### config.mk
export PLATFORM = sky130hd
export DESIGN_NAME = stage4_r2sdf
export DESIGN_NICKNAME = d
export VERILOG_FILES = /design/src/rtl/stage4_r2sdf.sv
export SDC_FILE = /design/constraint.sdc
export NUM_CORES = 1
export LEC_CHECK = 0
export ABC_AREA = 1
export CORE_UTILIZATION = 30
export DETAILED_ROUTE_END_ITERATION = 6
export PLACE_DENSITY = 0.5
export SLEW_MARGIN = 10
export SYNTH_ARGS = -nofsm -noshare
export SYNTH_HDL_FRONTEND = slang
export SYNTH_SLANG_ARGS = --single-unit
### constraint.sdc
create_clock -name clk -period 8.5 [get_ports clk]
set_input_delay 1.7 -clock clk [delete_from_list [all_inputs] [get_ports clk]]
set_output_delay 1.7 -clock clk [all_outputs]
set_load 0.03 [all_outputs]
### src/rtl/stage4_r2sdf.sv
// stage4_r2sdf: span-2 radix-2 SDF stage (twiddles 1, -j) of the 32-point DIF FFT
module stage4_r2sdf #(
  parameter int IW = 16,
  parameter int OW = IW + 1
) (
  input  logic                 clk,
  input  logic                 rst_n,
  input  logic                 valid_i,
  input  logic signed [IW-1:0] data_in_r,
  input  logic signed [IW-1:0] data_in_i,
  output logic                 valid_o,
  output logic signed [OW-1:0] data_out_r,
  output logic signed [OW-1:0] data_out_i,
  output logic                 err_o
);
  typedef enum logic [1:0] {IDLE, RUN, DRAIN} state_t;
  state_t state, state_nx;
  logic vr, pending, pending_nx, step, drain_step, emit, err_set;
  logic signed [IW-1:0] ar, ai;
  logic [1:0] cnt, cnt_nx;
  logic signed [OW-1:0] d0_r, d0_i, d1_r, d1_i, a_r, a_i, sh_r, sh_i, o_r, o_i;
  // register the incoming stream; all processing works on these copies
  always_ff @(posedge clk or negedge rst_n)
    if (!rst_n) begin
      vr <= 1'b0;
      ar <= '0;
      ai <= '0;
    end else begin
      vr <= valid_i;
      ar <= data_in_r;
      ai <= data_in_i;
    end
  // step qualification, butterfly / twiddle datapath and next-state decode
  always_comb begin
    drain_step = (state == DRAIN) || (state == RUN && !vr && cnt == 2'd0 && pending);
    step       = (vr && state != DRAIN) || drain_step;
    emit       = step && (cnt[1] || pending);
    err_set    = (state == DRAIN && vr) || (state == RUN && !vr && cnt != 2'd0);
    a_r        = drain_step ? '0 : OW'(ar);
    a_i        = drain_step ? '0 : OW'(ai);
    o_r        = cnt[1] ? d0_r + a_r : (cnt[0] ? d0_i : d0_r);
    o_i        = cnt[1] ? d0_i + a_i : (cnt[0] ? -d0_r : d0_i);
    sh_r       = cnt[1] ? d0_r - a_r : a_r;
    sh_i       = cnt[1] ? d0_i - a_i : a_i;
    cnt_nx     = state == DRAIN ? 2'd0 : cnt + 2'd1;
    pending_nx = cnt == 2'd3 ? 1'b1 : (cnt == 2'd1 ? 1'b0 : pending);
    state_nx   = state == IDLE  ? (vr ? RUN : IDLE) :
                 state == DRAIN ? IDLE :
                 (cnt == 2'd0 && !vr) ? (pending ? DRAIN : IDLE) : RUN;
  end
  // FSM, counter, delay line and registered outputs
  always_ff @(posedge clk or negedge rst_n)
    if (!rst_n) begin
      state      <= IDLE;
      cnt        <= '0;
      pending    <= 1'b0;
      d0_r       <= '0;
      d0_i       <= '0;
      d1_r       <= '0;
      d1_i       <= '0;
      valid_o    <= 1'b0;
      data_out_r <= '0;
      data_out_i <= '0;
      err_o      <= 1'b0;
    end else begin
      state   <= state_nx;
      valid_o <= emit;
      err_o   <= err_o | err_set;
      if (step) begin
        cnt     <= cnt_nx;
        pending <= pending_nx;
        d0_r    <= d1_r;
        d0_i    <= d1_i;
        d1_r    <= sh_r;
        d1_i    <= sh_i;
      end
      if (emit) begin
        data_out_r <= o_r;
        data_out_i <= o_i;
      end
    end
endmodule

==> results.md <==
- The flow ran to the end, and the final reports show no timing, DRC or antenna violations.
- The signed area change from the synthesized netlist to the final layout is 15.7%.
- Subtracting the final worst setup slack from the clock period gives 4.23 ns.
- OpenSTA, run right after detailed placement, puts the worst setup slack at 4.29 ns.
- The total number of placement rows is 67.
- The floorplan die height is 188 µm.
- After technology mapping, the gate count stands at between 1.5k and 2k.
- In this run the biggest area consumer among cell types represents approximately a third of the synthesized area.
- The detail route stage leaves a number of antenna-violating nets equal to 0.
- Yosys mapped a number of flops with a built-in enable equal to 0.
- The max-slew violation count was 0.
- Setup violations remaining at the end of the flow were counted as 0.
- The total wire length is around 32000 µm.
- The initial antenna violation count is 0.
- The clock tree from TritonCTS is built.
- Measured along the x axis, the die boundary spans ~190 µm.
- The H-tree was split into 4 levels.
- Along the worst hold path, the cell count comes to 2.
- 0 antenna diodes ended up in the layout.
- The global routing stage identified its most utilized layer as met2.
- Derived from the worst setup path, the maximum achievable clock frequency is between 200 and 250 MHz.
- STA classifies the critical path startpoint as a flip-flop.
- The effective utilization at floorplan is between 30% and 40%.
- The final net count is 1694.
- After synthesis the cells add up to between 10000 and 15000 µm².
- The number of global-route vias before repair was roughly 9.3k.
- The most common cell in the synthesized netlist is sky130_fd_sc_hd__nand2_1.
- The final weighted congestion in routability-driven placement is around 0.9.
- The mean instance size in the synthesized netlist is 6.70 µm².
- In the synthesized netlist the async set-or-reset flop fraction comes to 100%.
- The clock tree root driver cell is sky130_fd_sc_hd__clkbuf_16.
- Counting along the longest clock path gives a buffer depth of 2.
- After clock tree synthesis, the clock-pin slew on the worst setup and hold paths is 0.06 ns.
- Clock skew on the completed layout was measured at around 0.0066 ns.
- The ratio of total power to cell area is 422 nW/µm².
- The clock insertion delay at the later pin of the skew report is 0.43 ns.
- The worst-case headroom to the max-slew limit is approximately 37%.
- In this run the worst path has a maximum fanout of 59.
- The path type of the worst min-delay path is flip-flop to flip-flop.
- The arrival time at the worst endpoint is 4.53 ns.
- The netlist uses 33 different library cells.
- The startpoint-to-endpoint class of the critical path is flip-flop to flip-flop.
- Summed over all failing endpoints, the final setup total negative slack is 0 ns.
- The total of max-cap violations is 0.
- Once routing completed, OpenROAD measured the worst setup slack at 4.27 ns.
- For this run, the number of Yosys warnings is 0.
- In the routed design, unresolved DRC markers number 0.
- Buffers added to address setup during post-CTS repair amount to 0.
- IR analysis of the VDD net gives a maximum drop of 0.000164 V.
- Among all flip-flop cells after synthesis, the most frequent one is sky130_fd_sc_hd__dfrtp_1.
- In this run, synthesis produced a sequential element count of 142.
- Hold timing on the final database bottoms out at a slack of 0.477 ns.
- For the worst flop-to-flop path, the logic depth is 14.
- The ratio of final minimum period to clock period is 49.7%.
- The library cell occupying the most area in the post-synthesis netlist is sky130_fd_sc_hd__dfrtp_1.
- The sum of overflow across all layers after global routing is 0.
- Setup repair after global routing left no endpoint under its margin.
- 71 I/O pins were placed.
- The final non-filler cell total is a little over 2k.
- The slew at the pin closest to its max-slew limit is 0.938 ns.
- The HPWL after detailed placement is roughly 24000 µm.
- The number of sinks driven by the clock tree is 142.
- The minimum setup slack among reg-to-reg paths is roughly 4.3 ns.
- The die covers 35400 µm².
- The overall fraction of global-route tracks in use is between 10% and 20%.
- Using the TritonRoute via totals, the vias-per-cell ratio works out to 4.75.
- The global routing met3 resource utilization is 2.45%.
- The number of violations reported at the end of detailed-routing iteration 0 is ~670.
- The number of gates resized after cts is 0.
- The detailed-route via count is a little under 10k.
- Overall power consumption after layout is estimated at 5060 µW.
- Cells with a size suffix above 1 make up 3.32% of the layout.
- The total placed cells including tap cells is 2013.
- The total of buffers placed on input and output ports is 70.
- The detailed-routing iteration count for the pre-antenna-repair pass is 6.
- The share of the Yosys chip area taken by registers is between 30% and 40%.
- The core area is 33800 µm².
- Sorting the synthesized cells by area gives the leading types as sky130_fd_sc_hd__dfrtp_1 (34%), sky130_fd_sc_hd__nand2_1 (16%), sky130_fd_sc_hd__inv_1 (8.6%), sky130_fd_sc_hd__ha_1 (8.6%), sky130_fd_sc_hd__nand3_1 (5.9%).
- The hold violation count in the final report came to 0.
- The first global-routing pass estimated between 50000 and 60000 µm of wire.
- The met1 global-route usage is between 20% and 30%.
- Hold repair after CTS inserted 0 buffers.
- Counting every net in the synthesized netlist gives 1661.
- Dividing the detail-routed wire length by the instance count gives ~16 µm.
- The met2 track demand over resource is 28.9%.
- Data on the critical path is required at its endpoint by 8.80 ns.
- STA classifies the critical path endpoint as a flip-flop.
- The leakage power is 0.00625 µW.
- Counting instances in the post-synthesis netlist gives the leading cell types as sky130_fd_sc_hd__nand2_1 (437), sky130_fd_sc_hd__inv_1 (239), sky130_fd_sc_hd__nor2_1 (150), sky130_fd_sc_hd__dfrtp_1 (142), sky130_fd_sc_hd__nand3_1 (122).
- TritonCTS created 17 clock buffers.
- The largest net degree at the start of global routing is 75.
-- worst max-delay path: stages, from the launching register on --
cell and delay (ns):
sky130_fd_sc_hd__dfrtp_2 0.63, sky130_fd_sc_hd__inv_1 0.13, sky130_fd_sc_hd__buf_4 0.43, sky130_fd_sc_hd__ha_1 0.28
sky130_fd_sc_hd__nand2_1 0.09, sky130_fd_sc_hd__nor2_2 0.13, sky130_fd_sc_hd__nand2_4 0.10, sky130_fd_sc_hd__nand2_4 0.34
sky130_fd_sc_hd__inv_4 0.10, sky130_fd_sc_hd__nand2_4 0.45, sky130_fd_sc_hd__buf_4 0.55, sky130_fd_sc_hd__inv_1 0.32
sky130_fd_sc_hd__buf_4 0.32, sky130_fd_sc_hd__nand2_1 0.09, sky130_fd_sc_hd__o21ai_0 0.08
-- per-layer routing --
metal	part of all wire [%]	routed length (µm)
met4	2.1	654
met1	48	15200
met5	0	0
met2	46	14500
met3	4.5	1440
-- flip-flops by register name, indices dropped and copies added, names as in the netlist, 16 cells and up --
register    cells
ar             16
d1_r           17
d0_r           17
d0_i           17
ai             16
data_out_r     17
data_out_i     17
d1_i           17
-- area by class of cell --
cell class | instances | area (µm²)
repair buffers | 77 | 754
clock inverters | 12 | 183
fillers | 3678 | 21800
clock buffers | 20 | 467
flip-flops and latches | 142 | 3550
well taps | 448 | 561
multi-input cells | 1104 | 5590
inverters | 242 | 911
-- worst paths after layout --
path | endpoint | startpoint
min | d0_r[7] | d1_r[7]
max reg2reg | d1_i[2] | cnt[1]
max in group asynchronous | d1_i[5] | rst_n
min in group asynchronous | ar[13] | rst_n
max | d1_i[2] | cnt[1]
min reg2reg | d0_r[7] | d1_r[7]
-- stage by stage --
step / utilization (%) / area [µm²]
after floorplan: - / 10400
after global placement: 33.6 / 11400
after detailed placement: 33.6 / 11400
after CTS: 35.6 / 12000
after global routing: 35.6 / 12000
final: 35.6 / 12000
-- placed cells by master, fill, tap and decap left out, types with 2 or more instances in the layout --
cell type	n
sky130_fd_sc_hd__nand2_1	437
sky130_fd_sc_hd__inv_1	239
sky130_fd_sc_hd__nor2_1	150
sky130_fd_sc_hd__dfrtp_1	141
sky130_fd_sc_hd__nand3_1	122
sky130_fd_sc_hd__a21oi_1	119
sky130_fd_sc_hd__o21ai_0	107
sky130_fd_sc_hd__ha_1	71
sky130_fd_sc_hd__clkdlybuf4s50_1	69
sky130_fd_sc_hd__xor2_1	17
sky130_fd_sc_hd__clkbuf_16	17
sky130_fd_sc_hd__nand4_1	11
sky130_fd_sc_hd__a31oi_1	10
sky130_fd_sc_hd__nor3_1	9
sky130_fd_sc_hd__o211ai_1	9
sky130_fd_sc_hd__and2_1	7
sky130_fd_sc_hd__o21bai_1	7
sky130_fd_sc_hd__buf_4	7
sky130_fd_sc_hd__nand3b_1	5
sky130_fd_sc_hd__nand2_4	4
sky130_fd_sc_hd__fa_1	4
sky130_fd_sc_hd__bufinv_16	4
sky130_fd_sc_hd__or2_2	3
sky130_fd_sc_hd__o21ai_1	3
sky130_fd_sc_hd__clkbuf_8	3
sky130_fd_sc_hd__clkinvlp_4	3
sky130_fd_sc_hd__nor2_2	2
sky130_fd_sc_hd__inv_2	2
sky130_fd_sc_hd__xnor2_1	2
sky130_fd_sc_hd__o22ai_1	2
sky130_fd_sc_hd__clkinv_4	2
sky130_fd_sc_hd__inv_6	2
-- cells by family (layout without fill, tap and decap cells) --
group           Yosys count  count (layout)  synth area share, %
simple gates            751             751                 29.8
buf+inv                 305             351                 12.0
compound gates          259             259                 13.1
flops                   142             142                 34.2
fa+ha+maj                75              75                 9.32
xor+xnor                 19              19                 1.60
-- power by group --
| group | total, µW | leakage (µW) | internal [µW] | switching (µW) |
|---|---|---|---|---|
| registers | 1220 | 0.00167 | 942 | 282 |
| clock network | 832 | 0.000309 | 517 | 315 |
| logic | 3010 | 0.00427 | 999 | 2010 |
No activity file was read; power rests on OpenSTA's default activity.
